<file path="src/rtl/router_pkg.sv">
// Shared constants and helpers for the router output-channel FIFO.
package router_pkg;

    localparam int ROUTER_DATA_WIDTH = 8;
    localparam int ROUTER_LEN_MSB    = 7;
    localparam int ROUTER_LEN_LSB    = 2;

    // Pointer carries one extra wrap bit beyond the address bits.
    function automatic int ptr_width(input int depth);
        return $clog2(depth) + 1;
    endfunction

endpackage

</file>
<file path="src/rtl/router_fifo_mem.sv">
// Simple dual-port register array: synchronous write, combinational read.
module router_fifo_mem #(
    parameter int WIDTH = 9,
    parameter int DEPTH = 16,
    localparam int ADDR_W = $clog2(DEPTH)
) (
    input  logic              clock,
    input  logic              we,
    input  logic [ADDR_W-1:0] waddr,
    input  logic [WIDTH-1:0]  wdata,
    input  logic [ADDR_W-1:0] raddr,
    output logic [WIDTH-1:0]  rdata
);

    logic [WIDTH-1:0] mem [DEPTH];

    always_ff @(posedge clock) begin
        if (we) mem[waddr] <= wdata;
    end

    assign rdata = mem[raddr];

endmodule

</file>
<file path="src/rtl/router_pkt_fifo.sv">
// Packet-aware router output FIFO with header tagging and packet-length tracking.
// Define ROUTER_FIFO_ERR_EN to add sticky overflow/underflow outputs.
module router_pkt_fifo
    import router_pkg::*;
#(
    parameter int DATA_WIDTH = ROUTER_DATA_WIDTH,
    parameter int DEPTH      = 16,
    parameter int LEN_MSB    = ROUTER_LEN_MSB,
    parameter int LEN_LSB    = ROUTER_LEN_LSB
) (
    input  logic                  clock,
    input  logic                  rst,
    input  logic                  soft_rst,
    input  logic                  write_enb,
    input  logic                  lfd_state,
    input  logic [DATA_WIDTH-1:0] data_in,
    input  logic                  read_enb,
    output logic [DATA_WIDTH-1:0] data_out,
    output logic                  out_valid,
    output logic                  empty,
    output logic                  full,
    output logic [$clog2(DEPTH):0] count,
    output logic                  pkt_busy
`ifdef ROUTER_FIFO_ERR_EN
    ,
    output logic                  overflow,
    output logic                  underflow
`endif
);

    localparam int PTR_W  = ptr_width(DEPTH);
    localparam int ADDR_W = PTR_W - 1;
    localparam int PKT_W  = LEN_MSB - LEN_LSB + 2;

    logic [PTR_W-1:0]    wr_ptr, rd_ptr, count_r;
    logic [PKT_W-1:0]    pkt_cnt;
    logic [DATA_WIDTH:0] rd_word;
    logic                wr_acc, rd_acc, rd_hdr;

    assign empty    = (wr_ptr == rd_ptr);
    assign full     = (wr_ptr[ADDR_W] != rd_ptr[ADDR_W]) &&
                      (wr_ptr[ADDR_W-1:0] == rd_ptr[ADDR_W-1:0]);
    assign wr_acc   = write_enb && !full;
    assign rd_acc   = read_enb && !empty;
    assign rd_hdr   = rd_word[DATA_WIDTH];
    assign count    = count_r;
    assign pkt_busy = (pkt_cnt != '0);

    router_fifo_mem #(
        .WIDTH (DATA_WIDTH + 1),
        .DEPTH (DEPTH)
    ) u_mem (
        .clock (clock),
        .we    (wr_acc),
        .waddr (wr_ptr[ADDR_W-1:0]),
        .wdata ({lfd_state, data_in}),
        .raddr (rd_ptr[ADDR_W-1:0]),
        .rdata (rd_word)
    );

    always_ff @(posedge clock or posedge rst) begin
        if (rst) begin
            wr_ptr  <= '0;
            rd_ptr  <= '0;
            count_r <= '0;
        end else if (soft_rst) begin
            wr_ptr  <= '0;
            rd_ptr  <= '0;
            count_r <= '0;
        end else begin
            if (wr_acc) wr_ptr <= wr_ptr + PTR_W'(1);
            if (rd_acc) rd_ptr <= rd_ptr + PTR_W'(1);
            case ({wr_acc, rd_acc})
                2'b10:   count_r <= count_r + PTR_W'(1);
                2'b01:   count_r <= count_r - PTR_W'(1);
                default: count_r <= count_r;
            endcase
        end
    end

    // Header length excludes the parity word, hence the +1 on load.
    always_ff @(posedge clock or posedge rst) begin
        if (rst) begin
            data_out  <= '0;
            out_valid <= 1'b0;
            pkt_cnt   <= '0;
        end else if (soft_rst) begin
            data_out  <= '0;
            out_valid <= 1'b0;
            pkt_cnt   <= '0;
        end else begin
            out_valid <= rd_acc;
            if (rd_acc) begin
                data_out <= rd_word[DATA_WIDTH-1:0];
                if (rd_hdr)
                    pkt_cnt <= PKT_W'(rd_word[LEN_MSB:LEN_LSB]) + PKT_W'(1);
                else if (pkt_busy)
                    pkt_cnt <= pkt_cnt - PKT_W'(1);
            end else if (!pkt_busy) begin
                data_out <= '0;
            end
        end
    end

`ifdef ROUTER_FIFO_ERR_EN
    // A header arriving before the previous packet drained means truncation.
    always_ff @(posedge clock or posedge rst) begin
        if (rst) begin
            overflow  <= 1'b0;
            underflow <= 1'b0;
        end else if (soft_rst) begin
            overflow  <= 1'b0;
            underflow <= 1'b0;
        end else begin
            if (write_enb && full) overflow <= 1'b1;
            if ((read_enb && empty) || (rd_acc && rd_hdr && pkt_busy)) underflow <= 1'b1;
        end
    end
`endif

endmodule

</file>
<file path="config.mk">
export PLATFORM = sky130hd
export DESIGN_NAME = router_pkt_fifo
export DESIGN_NICKNAME = d
export VERILOG_FILES = /design/src/rtl/router_pkg.sv /design/src/rtl/router_fifo_mem.sv /design/src/rtl/router_pkt_fifo.sv
export SDC_FILE = /design/constraint.sdc
export NUM_CORES = 1
export LEC_CHECK = 0
export CAP_MARGIN = 0
export CORE_MARGIN = 2
export CORE_UTILIZATION = 45
export DETAILED_ROUTE_END_ITERATION = 10
export DONT_BUFFER_PORTS = 1
export PLACE_DENSITY_LB_ADDON = 0.3
export RECOVER_POWER = 50
export SYNTH_ARGS = -nofsm -noshare
export SYNTH_HDL_FRONTEND = slang
export SYNTH_SLANG_ARGS = --single-unit
</file>
<file path="constraint.sdc">
create_clock -name clock -period 7.8 [get_ports clock]
set_input_delay 0.78 -clock clock [delete_from_list [all_inputs] [get_ports clock]]
set_output_delay 0.78 -clock clock [all_outputs]
set_load 0.02 [all_outputs]
</file>
Yosys cells after proc, flatten, opt, wreduce, memory -nomap -nowiden --
Memories as Yosys holds them, arrays and structs flattened. Cells that the tools add are included.
Storage, ports and cells: register bits 31, latch bits 0, RAM bits 144, bits in read-only memories 0, word-level logic and storage cells 46, memories kept 1
Memory list:
- u_mem.mem | depth 16, bits a word 9, read ports 1, clocked after memory_dff 0, wr ports 1, line router_fifo_mem.sv:15 | logic [WIDTH-1:0] mem [DEPTH];
Cells by class: add/sub/neg operators 6, $mul 0, divide/modulo/power cells 0, order comparisons 0, equal/unequal tests 6, shift-type cells 0, multiplexer cells 16, bitwise operators 0, reductions and logical operators 11
Operators by type and width (number):
- 2-to-1 mux 7 bit | 4
- 2-to-1 mux 5 bit | 5
- 2-to-1 mux 8 bit | 3
- adder 5 x 1 -> 5 bit (second input constant) | 3
- one-hot mux 5 bit (2 select lines) | 1
- adder 6 x 1 -> 7 bit (second input constant) | 1
- nonzero test 7 bit | 1
- subtractor 7 x 1 -> 7 bit (second input constant) | 1
- nonzero test 3 bit | 2
- equality test 5 bit | 1
- subtractor 5 x 1 -> 5 bit (second input constant) | 1
- equality test 4 bit | 1
- nonzero test 2 bit | 2
- logical AND 1 bit | 3
- 2-to-1 mux 1 bit | 3
- != test 3 x 2 -> 1 bit (second input constant) | 1
- equality test 2 x 1 -> 1 bit (second input constant) | 1
- equality test 2 bit (second input constant) | 1
- zero test 1 bit | 2
- AND reduction 2 bit | 1
- != test 1 bit | 1

Longest topological paths before layout --
Gate-level depths: netlist of the first run.
depth in word-level cells 7, depth in mapped cells 16

Modules after synthesis --
A second synthesis of the first run with hierarchy kept.
Unflattened totals: cells, all modules 458, area total of the unflattened synthesis 7532.2 um2
Modules (own cells, without submodules):
- router_fifo_mem | instances 1, cells an instance 245, area each 5600.4 um2, seq. area each 4324.1 um2
- router_pkt_fifo | instances 1, cells an instance 213, area each 1931.9 um2, seq. area each 775.7 um2

Least setup slack after synthesis of the first run --
OpenSTA, ideal clock, no wires.
path kind reg2reg, start point register rd_ptr[0], end point register count_r[4], in the netlist count[4], library setup time 88 ps, arrival time 2979 ps, required time 7712 ps, setup slack 4733 ps, stages on the path, launching flop included 17, period minus slack after synthesis 3067 ps, path through dfrtp_1 buf_6 buf_6 buf_8 xnor2_1 nand4_1 o21a_1 buf_2 nand2b_1 inv_1 ha_1 nor2b_1 o21ai_0 nand2b_1 and3_1 o21ai_0 nor3b_1
On the way: cells in the longest elaborated chain, start to end 7
RTL lines:
- from (decl) | line router_pkt_fifo.sv:35 | logic [PTR_W-1:0] wr_ptr, rd_ptr, count_r;
- from (signal assigned) | line router_pkt_fifo.sv:72 | if (rd_acc) rd_ptr <= rd_ptr + PTR_W'(1);
- equality test 4 bit | line router_pkt_fifo.sv:42 | (wr_ptr[ADDR_W-1:0] == rd_ptr[ADDR_W-1:0]);
- logical AND 1 bit | line router_pkt_fifo.sv:41 | assign full = (wr_ptr[ADDR_W] != rd_ptr[ADDR_W]) &&
- zero test 1 bit | line router_pkt_fifo.sv:43 | assign wr_acc = write_enb && !full;
- logical AND 1 bit | line router_pkt_fifo.sv:43
- equality test 2 x 1 -> 1 bit / equality test 2 bit (equally long branches) | line router_pkt_fifo.sv:73 | case ({wr_acc, rd_acc})
- one-hot mux 5 bit (2 select lines) | line router_pkt_fifo.sv:73
- 2-to-1 mux 5 bit | line router_pkt_fifo.sv:66 | end else if (soft_rst) begin
- to (signal assigned) | line router_pkt_fifo.sv:74 | 2'b10: count_r <= count_r + PTR_W'(1);
- to (signal assigned) | line router_pkt_fifo.sv:75 | 2'b01: count_r <= count_r - PTR_W'(1);
- to (signal assigned) | line router_pkt_fifo.sv:76 | default: count_r <= count_r;
- to (decl) | line router_pkt_fifo.sv:35
Several ways; a longest one is shown, not always the timed one. A chain may end at the register's enable or synchronous reset.

Worst setup path after layout of the first run --
Ends and elaborated chain as after synthesis.

==> results of run 1 <==
[state kept, by name, indices dropped and copies added, names as in the netlist]
signal,flops
u_mem.mem,144
rd_ptr,5
count,5
pkt_cnt,7
wr_ptr,5
out_valid,1
data_out,8
[synth_stat cells, types with 5 or more instances]
master	instances	share of area, %
a21oi_1	20	1.4
buf_2	7	0.47
clkbuf_1	10	0.51
dfrtp_1	31	10
edfxtp_1	144	58
ha_1	10	1.7
inv_1	10	0.51
mux2i_1	12	1.6
mux4_2	38	12
nand2_1	19	0.96
nand2b_1	7	0.59
nand3_1	11	0.74
nand4_1	5	0.42
nor2_1	39	2.0
nor3_1	11	0.74
o21ai_0	7	0.47
xnor2_1	12	1.4
xor2_1	7	0.83
[path summary, 6_finish.rpt]
kind,from,to,cells after the start
worst max-delay path,rd_ptr[0],count[4],13
worst min-delay path,rst,data_out[3],1
worst max register to register,rd_ptr[0],count[4],13
worst min register to register,pkt_cnt[6],pkt_cnt[6],2
max in group asynchronous,rst,rd_ptr[0],2
min in group clock,soft_rst,data_out[4],1
[report_power, final]
group | internal [mW] | leakage [nW] | switching (mW)
clock network | 0.483 | 0.283 | 0.380
registers | 1.04 | 1.72 | 0.0537
logic | 0.160 | 0.732 | 0.202
total | 1.69 | 2.74 | 0.636
[per-layer routing]
metal | GRT usage, % | vias up | share of wire, %
li1 | - | 1726 | -
met5 | 0 | - | 0
met1 | 23.4 | 1993 | 42
met4 | 6.03 | 0 | 1.7
met3 | 4.96 | 23 | 6.2
met2 | 29.0 | 120 | 50
[cell type report]
cell class,count,area share [%]
Timing Repair Buffer,11,0.958
Sequential cell,175,62.0
Multi-Input combinational cell,235,25.9
Clock buffer,17,5.17
Tap cell,216,3.29
Inverter,10,0.456
Clock inverter,15,2.18
[cells by family (layout without fill, tap and decap cells)]
logic type / count (synthesis) / after routing / synth area share [%]
adder cells (fa/ha/maj): 11 / 11 / 1.96
buffers and inverters: 32 / 53 / 2.20
AND/OR/NAND/NOR: 106 / 106 / 6.72
multiplexers: 53 / 53 / 14.1
flip-flops: 175 / 175 / 69.0
XOR/XNOR: 19 / 19 / 2.25
AO/OA/AOI/OAI: 46 / 46 / 3.86
[metrics by stage]
stage / total power, mW / setup WS [ns] / util, % / cell area, µm² / std cells
6_report: 2.32 / 4.07 / 51.4 / 8230 / 679
5_1_grt: 2.43 / 3.66 / 51.4 / 8230 / 679
4_1_cts: 2.34 / 4.02 / 51.4 / 8230 / 679
3_5_place_dp: 1.48 / 4.05 / 47.7 / 7620 / 647
3_3_place_gp: 1.47 / 4.12 / 47.7 / 7620 / 647
2_1_floorplan: 1.42 / 4.73 / - / 7400 / 442
==> results.md, run 1 <==
- Slowest cell on crit path: dfrtp_2
- Unique cell type count in the Yosys netlist: 46
- Vias: 3862
- Min cycle time layout: 3.73 ns
- Setup TNS: 0 ns
- Clock skew: 0.00897 ns
- Clock transition at path regs: 0.07 ns
- Crit-path max FO: 22
- Count of input and output buffers: 0
- Global route overflow: 0
- Drt pass-1 iters: 5
- Clock Sinks: 175
- Main synth FF type: edfxtp_1
- CTS tree: yes
- Die Width: 132 µm
- Largest net degree at the start of global routing: 38
- Measured slew at the worst slew-check pin: 1.12 ns
- Cell Area, Synth: 7400 µm²
- CP Class: reg -> reg
- Setup Buffers After CTS: 0
- Delay-heaviest family, CP: simple AND/OR/NAND/NOR gates
- Ys Warns: 0
- Reg2reg setup slack: 4.07 ns
- Reg area: 5100 µm²
- Longest Clk Path Bufs: 2
- Final Hold Vio Count: 0
- Share of cells above drive strength 1: 17.7%
- Worst ir drop on vdd: 0.000196 V
- Vias in the first global route: 3948
- Sequential-to-total area share from yosys stat: 69.0%
- Crit path buffers/inverters: 2
- WL final: 14.6 mm
- Num CTS Buffers: 17
- GRT Resource Usage Total: 17.8%
- Crit. End Element: register
- Syn Area/Cell: 16.7 µm²
- Worst-path cell chain: buf_4 -> xnor2_1 -> nand4_1 -> o21a_1 -> nand2b_1 -> inv_1 -> ha_1 -> nor2b_1 -> o21ai_0 -> nand2b_1 -> and3_1 -> o21ai_0 -> nor3b_1
- Commonest non-fill, non-tap cell in the layout: edfxtp_1
- DP Wirelength: 9.38 mm
- Multi-input combinational cell area: 2130 µm²
- Latest clock arrival within the worst-skew pair: 0.44 ns
- CP max stage delay: 0.75 ns
- EDFF count, synth: 144
- Starting DRC count in detailed routing: 350
- Relative max-transition margin: 25.3%
- Post-Syn Instances: 442
- P_leak: 2.74 nW
- Post-cts sizing count: 0
- Rows: 46
- Initial Util: 46.2%
- Root Buffer: clkbuf_16
- PD cells: 282 nW/µm²
- # nets final: 475
- Layout area overhead: 11.2%
- Antenna diode count: 0
- # Max-Cap Violations: 0
- Arrival @ worst endpoint: 4.07 ns
- Fill count: 1328
- Final setup viols: 0
- RD Place Congestion: 0.817
- Final period util: 47.8%
- Net Count, Synth: 467
- Highest Clock Rate: 268 MHz
- Final slew viol count: 0
- RSZ-0062 raised after global routing: no
- Via-to-Cell Ratio: 5.69
- Initial antenna violation count: 0
- Fraction of registers with async set/reset: 17.7%
- #FFs+latches synth: 175
- Critical Path RT: 8.15 ns
- Wire per inst: 21.5 µm
- Core area: 16000 µm²
- Type of the most critical hold path: in -> async
- Status: finished, final reports clean
- Htree depth: 4
- CTS Hold Buffers Added: 0
- ANT nets after route: 0
- IO Count: 31
- WHS: 0.235 ns
- CP startpoint kind: register
- Residual DRC: 0
- Most frequent cells in the layout: edfxtp_1 (144), nor2_1 (39), mux4_2 (38)
- First-pass GRT wire length: 23.1 mm
- Die Height: 132 µm
- Die Area: 17500 µm²
No activity file was read; power rests on OpenSTA's default activity.
==> run 2: changes to the inputs <==
==> constraint.sdc (replaced) <==
create_clock -name clock -period 3.1 [get_ports clock]
set_input_delay 0.31 -clock clock [delete_from_list [all_inputs] [get_ports clock]]
set_output_delay 0.31 -clock clock [all_outputs]
set_load 0.02 [all_outputs]
==> results.md, run 2 (synthesized netlist as in run 1, its figures left out) <==
- Reg2reg setup slack: 0.32 ns (was 4.07 ns)
- Initial Util: 46.2% (unchanged)
- Latest clock arrival within the worst-skew pair: 0.43 ns (was 0.44 ns)
- Critical Path RT: 3.37 ns (was 8.15 ns)
- Die Height: 132 µm (unchanged)
- CP startpoint kind: register (unchanged)
- Type of the most critical hold path: in -> reg (was in -> async)
- Antenna diode count: 0 (unchanged)
- Max reg flops: 144 (unchanged)
- CTS tree: yes (unchanged)
- Die Width: 132 µm (unchanged)
- Final setup viols: 0 (unchanged)
- Highest Clock Rate: 360 MHz (was 268 MHz)
- CTS Hold Buffers Added: 11 (was 0)
- Longest Clk Path Bufs: 2 (unchanged)
- RD Place Congestion: 0.789 (was 0.817)
- Crit. End Element: register (unchanged)
- Num CTS Buffers: 17 (unchanged)
- RSZ-0062 raised after global routing: no (unchanged)
- Most frequent cells in the layout: edfxtp_1 (144), nor2_1 (39), mux4_2 (38) (unchanged)
- Global route overflow: 0 (unchanged)
- Reg-to-reg critical path endpoint: pkt_cnt[1] (was count[4])
- P_leak: 2.84 nW (was 2.74 nW)
- Count of input and output buffers: 0 (unchanged)
- ANT nets after route: 0 (unchanged)
- IO Count: 31 (unchanged)
- Crit-path max FO: 20 (was 22)
- Share of cells above drive strength 1: 18.9% (was 17.7%)
- Critical path origin: rd_ptr[0] (unchanged)
- Die Area: 17500 µm² (unchanged)
- DP Wirelength: 9.39 mm (was 9.38 mm)
- Slowest cell on crit path: dfrtp_2 (unchanged)
- CP endpoint: pkt_cnt[1] (was count[4])
- Setup TNS: 0 ns (unchanged)
- Setup Buffers After CTS: 0 (unchanged)
- Worst r2r path cells: 7 (was 13)
- Commonest non-fill, non-tap cell in the layout: edfxtp_1 (unchanged)
- Final period util: 89.5% (was 47.8%)
- Hold_sp: soft_rst
- Initial antenna violation count: 0 (unchanged)
- Clock Sinks: 175 (unchanged)
- # Max-Cap Violations: 0 (unchanged)
- # nets final: 498 (was 475)
- Starting DRC count in detailed routing: 336 (was 350)
- First-pass GRT wire length: 23.2 mm (was 23.1 mm)
- CP max stage delay: 0.54 ns (was 0.75 ns)
- Worst-path cell chain: buf_12 -> mux4_2 -> mux4_2 -> ha_1 -> mux2_2 -> o22ai_1 -> nor2_1 (was buf_4 -> xnor2_1 -> nand4_1 -> o21a_1 -> nand2b_1 -> inv_1 -> ha_1 -> nor2b_1 -> o21ai_0 -> nand2b_1 -> and3_1 -> o21ai_0 -> nor3b_1)
- Vias: 3914 (was 3862)
- Worst ir drop on vdd: 0.000470 V (was 0.000196 V)
- CP Class: reg -> reg (unchanged)
- Hold depth: 3
- WL final: 14.9 mm (was 14.6 mm)
- Htree depth: 4 (unchanged)
- Layout area overhead: 13.8% (was 11.2%)
- Relative max-transition margin: 25.2% (was 25.3%)
- Residual DRC: 0 (unchanged)
- Root Buffer: clkbuf_16 (unchanged)
- PD cells: 700 nW/µm² (was 282 nW/µm²)
- Origin of the critical flop-to-flop path: rd_ptr[0] (unchanged)
- Fill count: 1317 (was 1328)
- Drt pass-1 iters: 5 (unchanged)
- Post-cts sizing count: 0 (unchanged)
- Wire per inst: 21.2 µm (was 21.5 µm)
- Via-to-Cell Ratio: 5.58 (was 5.69)
- Measured slew at the worst slew-check pin: 1.12 ns (about the same)
- Top Registers: u_mem.mem: 144 flops, data_out: 8 flops, pkt_cnt: 7 flops (unchanged)
- Clock skew: 0.0167 ns (was 0.00897 ns)
- Most flops, register: u_mem.mem (unchanged)
- Arrival @ worst endpoint: 3.04 ns (was 4.07 ns)
- Status: finished, final reports clean (unchanged)
- Most frequent CP cell: mux4_2
- Rows: 46 (unchanged)
- Vias in the first global route: 3889 (was 3948)
- Final Hold Vio Count: 0 (unchanged)
- Largest net degree at the start of global routing: 30 (was 38)
- Final slew viol count: 0 (unchanged)
- Min cycle time layout: 2.78 ns (was 3.73 ns)
- Clock transition at path regs: 0.07 ns (about the same)
- GRT Resource Usage Total: 17.9% (was 17.8%)
- Core area: 16000 µm² (unchanged)
- Pwr Total: 5.90 mW (was 2.32 mW)
[run 2: worst min path at each step]
stage,end,slack (ns)
floorplan,count[0],0.41
global placement,data_out[4],0.27
global route,pkt_cnt[2],0.08
detailed placement,data_out[4],0.27
finish,pkt_cnt[2],0.09
CTS,pkt_cnt[2],0.08
[run 2: final cells by class]
| type | count | area [µm²] | area share (%) |
|---|---|---|---|
| clock buffer | 19 | 433 | 5.14 |
| tap | 216 | 270 | 3.21 |
| inverter | 10 | 37.5 | 0.446 |
| clock inverter | 13 | 151 | 1.80 |
| timing repair buffer | 34 | 292 | 3.46 |
| sequential | 175 | 5100 | 60.6 |
| multi-input combinational | 235 | 2130 | 25.3 |
[run 2: critical path, delay by kind of cell, from the launching register on]
kind                     cells  cell delay (ns)
multiplexers                 3             1.33
buffers and inverters        1             0.25
AO/OA/AOI/OAI                1             0.12
flip-flops                   1             0.54
adder cells (fa/ha/maj)      1             0.31
AND/OR/NAND/NOR              1             0.05
[run 2: report_power, final]
| group | switching, mW | internal (mW) |
|---|---|---|
| combinational | 0.575 | 0.462 |
| clock | 0.909 | 1.20 |
| sequential | 0.118 | 2.63 |
[run 2: metrics by stage]
| step | hold slack [ns] | setup WS [ns] | cell area, µm² | util [%] | instances |
|---|---|---|---|---|---|
| 6_report | 0.0913 | 0.325 | 8420 | 52.6 | 702 |
| 5_1_grt | 0.0798 | 0.0940 | 8420 | 52.6 | 702 |
| 4_1_cts | 0.0776 | 0.293 | 8420 | 52.6 | 702 |
| 3_5_place_dp | 0.268 | 0.369 | 7730 | 48.3 | 659 |
| 3_3_place_gp | 0.267 | 0.400 | 7730 | 48.3 | 659 |
| 2_1_floorplan | 0.409 | 0.0331 | 7400 | - | 442 |
[run 2: layer usage]
| metal | vias to the layer above | share of wire [%] | global-route usage (%) |
|---|---|---|---|
| met2 | 134 | 50 | 29.7 |
| met3 | 14 | 6.2 | 4.77 |
| met5 | - | 0 | 0 |
| li1 | 1780 | - | - |
| met4 | 0 | 1.3 | 4.78 |
| met1 | 1986 | 42 | 23.8 |
==> run 3: changes to the inputs <==
--- a/config.mk
+++ b/config.mk
@@ -6,6 +6,7 @@
 export NUM_CORES = 1
 export LEC_CHECK = 0
 export CAP_MARGIN = 0
+export CORE_ASPECT_RATIO = 0.9
 export CORE_MARGIN = 2
 export CORE_UTILIZATION = 45
 export DETAILED_ROUTE_END_ITERATION = 10
==> results.md, run 3 (synthesized netlist as in run 1, its figures left out) <==
- Root Buffer: clkbuf_16 (unchanged)
- WL final: 15.3 mm (was 14.9 mm)
- Most frequent cells in the layout: edfxtp_1 (144), nor2_1 (39), mux4_2 (38) (unchanged)
- Worst ir drop on vdd: 0.000634 V (was 0.000470 V)
- Sequential power share: 45.8% (was 46.6%)
- Critical Path RT: 3.36 ns (was 3.37 ns)
- Wire per inst: 22.0 µm (was 21.2 µm)
- Htree depth: 4 (unchanged)
- P_leak: 2.86 nW (was 2.84 nW)
- RD Place Congestion: 0.760 (was 0.789)
- Starting DRC count in detailed routing: 326 (was 336)
- Longest Clk Path Bufs: 2 (unchanged)
- Antenna diode count: 0 (unchanged)
- Top Registers: u_mem.mem: 144 flops, data_out: 8 flops, pkt_cnt: 7 flops (unchanged)
- CP startpoint kind: register (unchanged)
- Drt pass-1 iters: 5 (unchanged)
- PD cells: 710 nW/µm² (was 700 nW/µm²)
- Final setup viols: 0 (unchanged)
- # nets final: 498 (unchanged)
- Clock Sinks: 175 (unchanged)
- Status: finished, final reports clean (unchanged)
- Clock share of power: 37.1% (was 35.8%)
- Global route overflow: 0 (unchanged)
- Largest net degree at the start of global routing: 37 (was 30)
- Crit. End Element: register (unchanged)
- GRT Resource Usage Total: 18.5% (was 17.9%)
- Initial Util: 45.9% (was 46.2%)
- RSZ-0062 raised after global routing: no (unchanged)
- CTS tree: yes (unchanged)
- Pwr Total: 5.98 mW (was 5.90 mW)
- DP Wirelength: 9.64 mm (was 9.39 mm)
- Post-cts sizing count: 0 (unchanged)
- Vias: 3936 (was 3914)
- Vias in the first global route: 4032 (was 3889)
- Arrival @ worst endpoint: 3.14 ns (was 3.04 ns)
- First-pass GRT wire length: 23.7 mm (was 23.2 mm)
- Initial antenna violation count: 2 (was 0)
- Max reg flops: 144 (unchanged)
- Die Area: 17500 µm² (about the same)
- Most flops, register: u_mem.mem (unchanged)
- Final slew viol count: 0 (unchanged)
- Residual DRC: 0 (unchanged)
- Finished Layout Cells: 693 (was 702)
- Clock skew: 0.0110 ns (was 0.0167 ns)
- Post-layout util: 52.2% (was 52.6%)
- Fill count: 1285 (was 1317)
- Dpl cell area: 7700 µm² (was 7730 µm²)
- CP Class: reg -> reg (unchanged)
- Final period util: 93.1% (was 89.5%)
- Die Width: 139 µm (was 132 µm)
- Layout area overhead: 13.9% (was 13.8%)
- Relative max-transition margin: 5.50% (was 25.2%)
- Reg2reg setup slack: 0.21 ns (was 0.32 ns)
- Die Height: 126 µm (was 132 µm)
- Min cycle time layout: 2.89 ns (was 2.78 ns)
- Latest clock arrival within the worst-skew pair: 0.42 ns (was 0.43 ns)
- Combinational fraction of design power: 17.1% (was 17.6%)
- Share of cells above drive strength 1: 18.9% (unchanged)
- Rows: 44 (was 46)
- Core area: 16100 µm² (was 16000 µm²)
- Crit-path max FO: 21 (was 20)
- Via-to-Cell Ratio: 5.68 (was 5.58)
- P_int: 4.43 mW (was 4.30 mW)
- Count of input and output buffers: 0 (unchanged)
- Type of the most critical hold path: in -> reg (unchanged)
- # Max-Cap Violations: 0 (unchanged)
- Num CTS Buffers: 17 (unchanged)
- Placed cells: 650 (was 659)
- Highest Clock Rate: 347 MHz (was 360 MHz)
- Measured slew at the worst slew-check pin: 1.42 ns (was 1.12 ns)
- Commonest non-fill, non-tap cell in the layout: edfxtp_1 (unchanged)
- IO Count: 31 (unchanged)
- Clock transition at path regs: 0.06 ns (was 0.07 ns)
- Final Hold Vio Count: 0 (unchanged)
- ANT nets after route: 0 (unchanged)
- Setup TNS: 0 ns (unchanged)
- Sw Share: 25.9% (was 27.2%)
- Final instance area: 8420 µm² (about the same)
- Sw power: 1.55 mW (was 1.60 mW)
-- run 3: cell count changes in the layout (fill, tap and decap cells not counted), sizes merged --
cell,change
clkinvlp,-3
inv,-2
clkinv,+3
bufinv,+2
-- run 3: what timing repair did --
item                      in CTS  in global routing
buffers inserted               0                  0
hold buffers                  11                  0
hold endpoints to repair     178                  0
-- run 3: path summary, 6_finish.rpt --
check	from	to	depth (start not counted)
max	rd_ptr[0]	pkt_cnt[1]	7
min	soft_rst	pkt_cnt[2]	3
min in group asynchronous	rst	rd_ptr[0]	2
min reg2reg	pkt_cnt[6]	pkt_cnt[6]	2
max in group asynchronous	rst	pkt_cnt[4]	3
max reg2reg	rd_ptr[0]	pkt_cnt[1]	7
-- run 3: critical path, stage by stage (launching register included) --
cell	delay, ns
dfrtp_2	0.49
buf_4	0.39
mux4_2	0.56
mux4_2	0.52
ha_1	0.30
mux2_2	0.27
o22ai_1	0.13
nor2_1	0.06
-- run 3: through the flow --
step           worst slack, ns  hold WS, ns
3_3_place_gp             0.293        0.142
4_1_cts                  0.196       0.0685
3_5_place_dp             0.268        0.134
6_report                 0.214       0.0931
5_1_grt                 0.0566       0.0984
2_1_floorplan           0.0331        0.409
-- run 3: power by group through the flow --
stage / clock network, mW / registers (mW) / logic (mW)
2_1_floorplan: 0 / 2.76 / 0.806
3_3_place_gp: 0 / 2.78 / 0.964
3_5_place_dp: 0 / 2.79 / 0.987
4_1_cts: 2.26 / 2.74 / 1.03
5_1_grt: 2.35 / 2.75 / 1.13
6_report: 2.22 / 2.74 / 1.02
-- run 3: area by class of cell --
type	instances	area [µm²]	share of cell area (%)
clock inverters	13	181	2.15
multi-input cells	235	2130	25.3
inverters	10	37.5	0.446
repair buffers	34	279	3.31
flip-flops and latches	175	5100	60.6
clock buffers	19	433	5.14
well taps	207	259	3.07
-- run 3: routing by layer --
layer / wire length (µm) / vias to the layer above / track usage (%) / share of wire (%)
met5: 25 / - / 0 / 0.16
met3: 954 / 21 / 5.44 / 6.2
met4: 249 / 4 / 6.30 / 1.6
li1: - / 1782 / - / -
met1: 7010 / 2003 / 26.1 / 46
met2: 7040 / 126 / 28.1 / 46
